<file path="config.mk">
export PLATFORM = sky130hd
export DESIGN_NAME = branch_resolve_unit_flat
export DESIGN_NICKNAME = d
export VERILOG_FILES = /design/src/rtl/bru_pkg.sv /design/src/rtl/bru_upd_if.sv /design/src/rtl/bru_meta_stage.sv /design/src/rtl/branch_resolve_unit.sv /design/src/flat_wrapper.sv
export SDC_FILE = /design/constraint.sdc
export NUM_CORES = 1
export LEC_CHECK = 0
export ABC_CLOCK_PERIOD_IN_PS = 6700
export CAP_MARGIN = 20
export CORE_ASPECT_RATIO = 1.1
export CORE_MARGIN = 2
export CORE_UTILIZATION = 53
export CTS_CLUSTER_SIZE = 16
export DETAILED_ROUTE_END_ITERATION = 6
export HOLD_SLACK_MARGIN = 0.15
export PLACE_DENSITY = 0.9
export SETUP_SLACK_MARGIN = 0.4
export SYNTH_ARGS = -nofsm -noshare
export SYNTH_HDL_FRONTEND = slang
export SYNTH_HIERARCHICAL = 1
export SYNTH_SLANG_ARGS = --single-unit
</file>
<file path="constraint.sdc">
create_clock -name clk -period 6.7 [get_ports clk]
set_input_delay 1.005 -clock clk [delete_from_list [all_inputs] [get_ports clk]]
set_output_delay 1.005 -clock clk [all_outputs]
set_load 0.05 [all_outputs]
</file>
<file path="src/rtl/bru_pkg.sv">
// Shared types for the EX-stage branch resolve unit.
// Optional perf counters are enabled with BRU_PERF_CNT_EN.
package bru_pkg;

  localparam int BRU_XLEN  = 32;
  localparam int BRU_GHR_W = 5;

  typedef enum logic {
    RUN,
    RECOVER
  } bru_state_e;

  typedef enum logic [1:0] {
    CLS_NONE,
    CLS_BR,
    CLS_JAL,
    CLS_JALR
  } ctrl_cls_e;

  typedef struct packed {
    logic                 valid;
    logic [BRU_XLEN-1:0]  pc;
    logic [BRU_XLEN-1:0]  pred_pc;
    logic [BRU_GHR_W-1:0] ghr;
  } meta_t;

  function automatic ctrl_cls_e enc_cls(
    input logic br,
    input logic jal,
    input logic jalr
  );
    ctrl_cls_e c;
    c = CLS_NONE;
    unique case (1'b1)
      br:      c = CLS_BR;
      jal:     c = CLS_JAL;
      jalr:    c = CLS_JALR;
      default: c = CLS_NONE;
    endcase
    return c;
  endfunction

endpackage

</file>
<file path="src/rtl/bru_upd_if.sv">
// Predictor update packet from the resolve unit to the
// fetch-side BTB/gshare update port.
interface bru_upd_if #(
  parameter int XLEN  = 32,
  parameter int GHR_W = 5
);
  logic             upd_valid;
  logic [XLEN-1:0]  upd_pc;
  logic [GHR_W-1:0] upd_ghr;
  logic [XLEN-1:0]  upd_target;
  logic             upd_taken;

  modport master (
    output upd_valid, upd_pc, upd_ghr,
    output upd_target, upd_taken
  );

  modport slave (
    input upd_valid, upd_pc, upd_ghr,
    input upd_target, upd_taken
  );
endinterface

</file>
<file path="src/rtl/bru_meta_stage.sv">
// One prediction-metadata pipeline slot (IF/ID or ID/EX).
// Kill beats load; a killed slot only drops its valid bit.
module bru_meta_stage
  import bru_pkg::*;
(
  input  logic  clk,
  input  logic  reset,
  input  logic  i_load,
  input  logic  i_kill,
  input  meta_t i_d,
  output meta_t o_q
);

  meta_t r_q;

  always_ff @(posedge clk) begin
    if (reset) begin
      r_q <= '0;
    end else if (i_kill) begin
      r_q.valid <= 1'b0;
    end else if (i_load) begin
      r_q <= i_d;
    end
  end

  assign o_q = r_q;

endmodule

</file>
<file path="src/rtl/branch_resolve_unit.sv">
// EX-stage branch resolution: flush/redirect, predictor update,
// committed GHR. Perf counters exist only with BRU_PERF_CNT_EN.
module branch_resolve_unit
  import bru_pkg::*;
#(
  parameter int XLEN  = BRU_XLEN,
  parameter int GHR_W = BRU_GHR_W
) (
  input  logic             clk,
  input  logic             reset,
  input  logic             if_valid,
  input  logic [XLEN-1:0]  if_pc,
  input  logic [XLEN-1:0]  if_pred_pc,
  input  logic [GHR_W-1:0] if_ghr,
  input  logic             stall,
  input  logic             id_is_branch,
  input  logic             id_is_jal,
  input  logic             id_is_jalr,
  input  logic             ex_bcond,
  input  logic [XLEN-1:0]  ex_pc_plus_imm,
  input  logic [XLEN-1:0]  ex_reg_plus_imm,
  output logic             flush,
  output logic [XLEN-1:0]  redirect_pc,
  bru_upd_if.master        upd,
  output logic [GHR_W-1:0] commit_ghr,
  output logic [31:0]      perf_ctrl_cnt,
  output logic [31:0]      perf_mispred_cnt
);

  meta_t      w_if_d;
  meta_t      w_id_q;
  meta_t      w_ex_q;
  ctrl_cls_e  r_ex_cls;
  bru_state_e r_state;

  logic             r_flush;
  logic [XLEN-1:0]  r_redirect;
  logic             r_upd_valid;
  logic [XLEN-1:0]  r_upd_pc;
  logic [GHR_W-1:0] r_upd_ghr;
  logic [XLEN-1:0]  r_upd_target;
  logic             r_upd_taken;
  logic [GHR_W-1:0] r_commit;

  assign w_if_d = '{
    valid:   if_valid,
    pc:      if_pc,
    pred_pc: if_pred_pc,
    ghr:     if_ghr
  };

  bru_meta_stage u_if_id (
    .clk    (clk),
    .reset  (reset),
    .i_load (~stall),
    .i_kill (r_flush),
    .i_d    (w_if_d),
    .o_q    (w_id_q)
  );

  bru_meta_stage u_id_ex (
    .clk    (clk),
    .reset  (reset),
    .i_load (1'b1),
    .i_kill (stall | r_flush),
    .i_d    (w_id_q),
    .o_q    (w_ex_q)
  );

  always_ff @(posedge clk) begin
    if (reset) r_ex_cls <= CLS_NONE;
    else r_ex_cls <= enc_cls(id_is_branch, id_is_jal, id_is_jalr);
  end

  logic            w_res_en;
  logic            w_br;
  logic            w_jal;
  logic            w_jalr;
  logic            w_ctrl;
  logic            w_taken;
  logic [XLEN-1:0] w_target;
  logic [XLEN-1:0] w_actual;
  logic            w_mispred;
  logic            w_upd;

  // RECOVER means the EX slot is wrong-path, so nothing resolves
  assign w_res_en  = w_ex_q.valid & (r_state == RUN);
  assign w_br      = (r_ex_cls == CLS_BR);
  assign w_jal     = (r_ex_cls == CLS_JAL);
  assign w_jalr    = (r_ex_cls == CLS_JALR);
  assign w_ctrl    = w_br | w_jal | w_jalr;
  assign w_taken   = (w_br & ex_bcond) | w_jal | w_jalr;
  assign w_target  = w_jalr ? (ex_reg_plus_imm & ~XLEN'(1))
                            : ex_pc_plus_imm;
  assign w_actual  = w_taken ? w_target : w_ex_q.pc + XLEN'(4);
  assign w_mispred = w_res_en & (w_actual != w_ex_q.pred_pc);
  assign w_upd     = w_res_en & w_ctrl;

  always_ff @(posedge clk) begin
    if (reset) begin
      r_state      <= RUN;
      r_flush      <= 1'b0;
      r_redirect   <= '0;
      r_upd_valid  <= 1'b0;
      r_upd_pc     <= '0;
      r_upd_ghr    <= '0;
      r_upd_target <= '0;
      r_upd_taken  <= 1'b0;
      r_commit     <= '0;
    end else begin
      r_flush     <= 1'b0;
      r_upd_valid <= 1'b0;
      unique case (r_state)
        RUN: begin
          if (w_mispred) begin
            r_state    <= RECOVER;
            r_flush    <= 1'b1;
            r_redirect <= w_actual;
          end
        end
        RECOVER: r_state <= RUN;
      endcase
      if (w_upd) begin
        r_upd_valid  <= 1'b1;
        r_upd_pc     <= w_ex_q.pc;
        r_upd_ghr    <= w_ex_q.ghr;
        r_upd_target <= w_target;
        r_upd_taken  <= w_taken;
        r_commit     <= {r_commit[GHR_W-2:0], w_taken};
      end
    end
  end

  assign flush          = r_flush;
  assign redirect_pc    = r_redirect;
  assign upd.upd_valid  = r_upd_valid;
  assign upd.upd_pc     = r_upd_pc;
  assign upd.upd_ghr    = r_upd_ghr;
  assign upd.upd_target = r_upd_target;
  assign upd.upd_taken  = r_upd_taken;
  assign commit_ghr     = r_commit;

`ifdef BRU_PERF_CNT_EN
  logic [31:0] r_perf_ctrl;
  logic [31:0] r_perf_mis;

  always_ff @(posedge clk) begin
    if (reset) begin
      r_perf_ctrl <= '0;
      r_perf_mis  <= '0;
    end else begin
      if (r_upd_valid && (r_perf_ctrl != '1))
        r_perf_ctrl <= r_perf_ctrl + 32'd1;
      if (w_mispred && (r_perf_mis != '1))
        r_perf_mis <= r_perf_mis + 32'd1;
    end
  end

  assign perf_ctrl_cnt    = r_perf_ctrl;
  assign perf_mispred_cnt = r_perf_mis;
`else
  assign perf_ctrl_cnt    = 32'd0;
  assign perf_mispred_cnt = 32'd0;
`endif

endmodule

</file>
<file path="src/flat_wrapper.sv">
// flat-port wrapper written by rule: the top's interface ports become plain ports
module branch_resolve_unit_flat import bru_pkg::*;
#(
  parameter int XLEN  = BRU_XLEN,
  parameter int GHR_W = BRU_GHR_W
)
  (clk, reset, if_valid, if_pc, if_pred_pc, if_ghr, stall, id_is_branch, id_is_jal, id_is_jalr, ex_bcond, ex_pc_plus_imm, ex_reg_plus_imm, flush, redirect_pc, commit_ghr, perf_ctrl_cnt, perf_mispred_cnt, upd_upd_valid, upd_upd_pc, upd_upd_ghr, upd_upd_target, upd_upd_taken);
  bru_upd_if #(.XLEN(XLEN), .GHR_W(GHR_W)) upd_i ();
  input  logic clk;
  input  logic reset;
  input  logic if_valid;
  input  logic [XLEN-1:0] if_pc;
  input  logic [XLEN-1:0] if_pred_pc;
  input  logic [GHR_W-1:0] if_ghr;
  input  logic stall;
  input  logic id_is_branch;
  input  logic id_is_jal;
  input  logic id_is_jalr;
  input  logic ex_bcond;
  input  logic [XLEN-1:0] ex_pc_plus_imm;
  input  logic [XLEN-1:0] ex_reg_plus_imm;
  output logic flush;
  output logic [XLEN-1:0] redirect_pc;
  output logic [GHR_W-1:0] commit_ghr;
  output logic [31:0] perf_ctrl_cnt;
  output logic [31:0] perf_mispred_cnt;
  output wire logic [$bits(upd_i.upd_valid)-1:0] upd_upd_valid;
  output wire logic [$bits(upd_i.upd_pc)-1:0] upd_upd_pc;
  output wire logic [$bits(upd_i.upd_ghr)-1:0] upd_upd_ghr;
  output wire logic [$bits(upd_i.upd_target)-1:0] upd_upd_target;
  output wire logic [$bits(upd_i.upd_taken)-1:0] upd_upd_taken;
  assign upd_upd_valid = upd_i.upd_valid;
  assign upd_upd_pc = upd_i.upd_pc;
  assign upd_upd_ghr = upd_i.upd_ghr;
  assign upd_upd_target = upd_i.upd_target;
  assign upd_upd_taken = upd_i.upd_taken;
  branch_resolve_unit #(.XLEN(XLEN), .GHR_W(GHR_W)) u_core (.clk(clk), .reset(reset), .if_valid(if_valid), .if_pc(if_pc), .if_pred_pc(if_pred_pc), .if_ghr(if_ghr), .stall(stall), .id_is_branch(id_is_branch), .id_is_jal(id_is_jal), .id_is_jalr(id_is_jalr), .ex_bcond(ex_bcond), .ex_pc_plus_imm(ex_pc_plus_imm), .ex_reg_plus_imm(ex_reg_plus_imm), .flush(flush), .redirect_pc(redirect_pc), .upd(upd_i), .commit_ghr(commit_ghr), .perf_ctrl_cnt(perf_ctrl_cnt), .perf_mispred_cnt(perf_mispred_cnt));
endmodule
</file>
# == Yosys cells after proc, flatten, opt, wreduce, memory -nomap -nowiden ==
# Cells that the tools add are included.
# totals
ff_bits,252
latch_bits,0
mem_bits_rw,0
romBits,0
in_bits,141
output_inout_bits,173
mem_count,0
# op_classes
add_sub_neg,1
n_mul,0
div_mod_pow,0
n_lt_le_gt_ge,0
eq_ne,4
shift,0
mux,6
bitwise,12
n_reduce_logical,5
# op_table
operator,n
32-bit 2-to-1 mux,2
"32-bit by 3-bit adder with 32-bit output, second input constant",1
32-bit != test,1
2-bit case mux with 3 select lines,1
2-bit OR reduction,3
1-bit bitwise OR,5
1-bit AND,4
"2-bit equality test, second input constant",2
2-bit AND reduction,2
1-bit NOT,3
"2-bit by 1-bit equality test with 1-bit output, second input constant",1
1-bit 2-to-1 mux,2
1-bit case mux with 2 select lines,1

# == Longest topological paths before layout ==
# depth
depth_word,9
depth_mapped,14
depth_no_buf,10

# == By module ==
# The synthesis kept the hierarchy.
# by_module_without_submodules
mod,n_inst,cells_each,area_per_inst_um2
branch_resolve_unit,1,946,7210.7
bru_meta_stage,2,316,3189.3

# == Worst setup path after synthesis ==
# Ideal clock, no wire load.
# synth_timing
path_type,in2reg
from,in ex_bcond
to,reg u_core.r_redirect[5] (netlist: u_core/redirect_pc[5])
t_arrival_ns,3.504
slack_ns,3.125
stages,10
path_buffers,3
path_cell_list,a21oi_1 clkbuf_1 clkbuf_1 nor2_1 a2111oi_0 a2111oi_2 and4_1 buf_4 or4_1 a21oi_1
# synth_via
elab_chain_cells,7
# synth_rtl
element,line,text
"start, declared",flat_wrapper.sv:19,input logic ex_bcond;
1-bit AND (*),branch_resolve_unit.sv:92,assign w_taken = (w_br & ex_bcond) | w_jal | w_jalr;
1-bit bitwise OR (*) (2 in series),branch_resolve_unit.sv:92,
32-bit 2-to-1 mux (*),branch_resolve_unit.sv:95,assign w_actual = w_taken ? w_target : w_ex_q.pc + XLEN'(4);
32-bit != test,branch_resolve_unit.sv:96,assign w_mispred = w_res_en & (w_actual != w_ex_q.pred_pc);
1-bit AND,branch_resolve_unit.sv:96,
2-bit AND reduction (no line),--,
"end signal, assigned",branch_resolve_unit.sv:118,r_redirect <= w_actual;
"end, declared",branch_resolve_unit.sv:37,logic [XLEN-1:0] r_redirect;
# Every way passes the cells marked *; elsewhere a longest branch is shown, timed or not.
# A chain may end at the register's enable or synchronous reset.

# == Final worst setup path ==
# layout_timing
from,in ex_bcond
to,reg u_core.r_redirect[7] (netlist: u_core/redirect_pc[7])
# The elaborated chain is that of the path after synthesis.

==> flow_summary.toml <==
[worst_setup_path]
path_cells = "clkdlybuf4s50_1 > a21oi_4 > buf_4 > nand3_1 > a32o_1 > o2111ai_1 > o2111ai_1 > nor4_1 > and4_1 > buf_4 > or3_1 > a21oi_2"
crit_path_start_kind = "primary input"
worstRegToRegCells = 11
worstSetupPathType = "in -> reg"
cp_data_arrival_time_ns = 4.63
ff2ff_setup_slack_ns = 2.57
worstPathMaxFanout = 35
worstReg2RegStart = "u_core/u_id_ex/o_q[39]"
endpoint_of_the_most_critical_register_to_register_path = "u_core/redirect_pc[7]"
cp_slowest_stage_delay_ns = 0.80
setup.worst_path.end_class = "flop"
worst_ep_required_time_ns = 7.08
worst_path_max_delay_cell = "sky130_fd_sc_hd__a21oi_4"

[placement]
place.gp.congestion = 0.902
dp_hpwl_um = 27300
place.port_buffers = 248
placedInstanceArea_mm2 = 0.0158
count_of_placed_standard_cells_including_taps = 2046

[clock_tree]
post_cts.repair.setup_buffers = 0
post_cts_hold_buffer_count = 0
clock_sinks = 250
clk-insertion-delay-late_ns = 0.53
cts_root_buf = "sky130_fd_sc_hd__clkbuf_16"
clock_tree.buffer_depth = 3
cts-buffers-inserted = 25
cts.htree.levels = 1
cts.reportedPaths.clkPinSlew_ns = 0.06
cts_resized = 0
cts_tree = "yes"

[timing]
finalSetupViolations = 0
fin_setup_tns_ns = 0
clock.fmax_mhz = 235
rsz0062_at_grt = "false"
timing.slew.headroom_pct = 37.3
finalHoldViolations = 0
finClkSkew_ns = 0.0110
report.final.slew_viol_count = 0
final_min_period_over_clock_period_pct = 63.4
layout_min_cycle_time_ns = 4.25
worst_slew_pin_slew_ns = 0.938

[routing]
first_iter_violations = 909
drt-pass1-iter-count = 5
detail_route.vias_per_cell = 5.86
drt.antenna.violating_nets = 0
wire_per_inst_um = 18.6
drc = 0
detailed_route_wl_um = 38900
vias = 12244

[yosys]
yosysWarnings = 6
flip_flop_and_latch_count_after_synthesis = 250
yosys.cell_count.top_type = "sky130_fd_sc_hd__dfxtp_1"
post_synth_main_area_contributors = "sky130_fd_sc_hd__dfxtp_1 37%, sky130_fd_sc_hd__nand4bb_1 11%, sky130_fd_sc_hd__nand2b_1 6.7%"
netlist_instances = 1578
synth_async_sr_flop_share_pct = 0
mappedNetlistArea_mm2 = 0.0136
synth_area_leader_cell = "sky130_fd_sc_hd__dfxtp_1"
synthTopCellsByCount = "250 x sky130_fd_sc_hd__dfxtp_1, 145 x sky130_fd_sc_hd__nand2b_1, 138 x sky130_fd_sc_hd__nand4bb_1"
synth-edff-count = 0
synthDominantCellAreaShare_pct = 36.8
synth_seq_area_share_pct = 36.8
synth_area_per_cell_um2 = 8.61
synth_cell_types = 75
synth-main-ff-cell = "sky130_fd_sc_hd__dfxtp_1"

[min_path]
min_path_cells = 2
holdPathEnd = "u_core/upd.upd_ghr[2]"
class_of_the_tightest_hold_or_removal_check = "reg -> reg"
min_from = "u_core/u_id_ex/o_q[2]"

[final_layout]
fin_area_mm2 = 0.0166
post_route_cells_drive_above_1_share_pct = 7.57
areaGrowthSynthToFinish_pct = 22.5
design.final.nets = 1870
layout.cells.non_filler = 2089
num_antenna_cells = 0

[die]
die_area_mm2 = 0.0269
pin_count = 314
floorplan.initialDensity_pct = 53.8
cell_rows = 61
die_w_um = 157
height_of_the_die_um = 172
placeableCoreArea_mm2 = 0.0253

[global_routing]
grt_remaining_overflow = 0
antenna_found_initial = 0
grt_max_degree = 264
grt_overall_usage_pct = 27.6
grt_first_pass_wirelength_um = 59900
first_global_vias = 11234

[power]
power.switching_uw = 917
intPower_uw = 2520
switching_share_pct = 26.7
seqPwrFrac_pct = 45.6
irDropWorstVdd_mv = 0.153
p_clk_share_pct = 39.5
p_leak_uw = 0.00552
p_comb_share_pct = 14.9
powerDensity_mw_per_mm2 = 207

[job]
maxCapViolCount = 0

[run_status]
run_status = "completed"
==> worst max-delay path: cells and delay by family <==
kind / cells / cell delay (ns)
AND/OR/NAND/NOR: 4 / 0.95
buffers and inverters: 3 / 1.21
AO/OA/AOI/OAI: 5 / 1.42
==> registers in the layout (all words and copies together), names as in the netlist <==
register               flops
u_core/upd.upd_pc         32
u_core/upd.upd_ghr         5
u_core/u_if_id/o_q        70
u_core/r_ex_cls            2
u_core/u_id_ex/o_q        70
u_core/upd.upd_valid       1
u_core/commit_ghr          5
u_core/r_state             1
u_core/upd.upd_target     32
u_core/redirect_pc        32
==> power groups by stage <==
stage | registers [uW] | clock network [uW] | logic, uW
after detailed placement | 1600 | 0 | 500
final | 1570 | 1360 | 511
after global routing | 1570 | 1430 | 546
after floorplan | 1600 | 0 | 358
after CTS | 1570 | 1370 | 502
after global placement | 1600 | 0 | 494
==> routing by layer <==
metal  track usage (%)  wire [um]  vias up
met5                 0          0        -
met3              4.41       3320       77
met4              9.33       1220        0
li1                  -          -     5845
met1              37.4      16100     5772
met2              44.7      18200      550
==> cells in the final DEF (no fill, tap or decap), types with 12 or more instances in the layout <==
cell type,n
sky130_fd_sc_hd__dfxtp_1,249
sky130_fd_sc_hd__clkdlybuf4s50_1,247
sky130_fd_sc_hd__nand2b_1,145
sky130_fd_sc_hd__nand4bb_1,138
sky130_fd_sc_hd__nand2_1,137
sky130_fd_sc_hd__o21ai_0,117
sky130_fd_sc_hd__conb_1,72
sky130_fd_sc_hd__a21oi_1,64
sky130_fd_sc_hd__nor2_1,64
sky130_fd_sc_hd__nand3_1,44
sky130_fd_sc_hd__a211oi_1,36
sky130_fd_sc_hd__o21ai_1,35
sky130_fd_sc_hd__clkbuf_16,25
sky130_fd_sc_hd__nand4_1,25
sky130_fd_sc_hd__o21ai_2,24
sky130_fd_sc_hd__a21oi_2,24
sky130_fd_sc_hd__mux2i_1,23
sky130_fd_sc_hd__nor3_1,22
sky130_fd_sc_hd__buf_4,17
sky130_fd_sc_hd__and3_1,17
sky130_fd_sc_hd__xnor2_1,15
sky130_fd_sc_hd__or3_1,13
sky130_fd_sc_hd__xor2_1,13
sky130_fd_sc_hd__o2111ai_1,12
==> metrics by stage <==
stage	utilization, %	setup slack (ns)	power, uW	hold WS [ns]
2_1_floorplan	-	3.13	1960	0.432
3_3_place_gp	62.6	1.98	2090	0.443
3_5_place_dp	62.6	1.95	2100	0.444
4_1_cts	65.8	2.50	3440	0.453
5_1_grt	65.9	2.20	3550	0.477
6_report	65.9	2.45	3440	0.453
==> cells by family (layout without fill, tap and decap cells) <==
kind of cell	count (synthesis)	in the layout	synth area share [%]
mux	27	27	2.03
simple gates	666	666	32.3
buf+inv	226	321	8.77
fa+ha+maj	1	1	0.0921
compound gates	376	376	17.7
xor+xnor	30	30	2.14
flops	250	250	36.8
other cells	2	72	0.0553
==> how the worst max path moves through the flow <==
stage	from	endpoint	slack, ns	depth (start not counted)
2_1_floorplan	ex_bcond	u_core/redirect_pc[5]	3.13	10
3_3_place_gp	ex_bcond	u_core/redirect_pc[6]	1.98	12
3_5_place_dp	ex_bcond	u_core/redirect_pc[6]	1.95	12
4_1_cts	ex_bcond	u_core/redirect_pc[6]	2.50	12
5_1_grt	ex_bcond	u_core/redirect_pc[6]	2.20	12
6_report	ex_bcond	u_core/redirect_pc[7]	2.45	12
==> area by class of cell <==
type / count / area [um2]
sequential: 250 / 5010
tap: 346 / 433
clock inverter: 5 / 60.1
fill: 2054 / 8620
inverter: 11 / 41.3
multi-input combinational: 1172 / 7690
timing repair buffer: 268 / 2680
clock buffer: 37 / 731
Power figures use the tool's default switching activity.
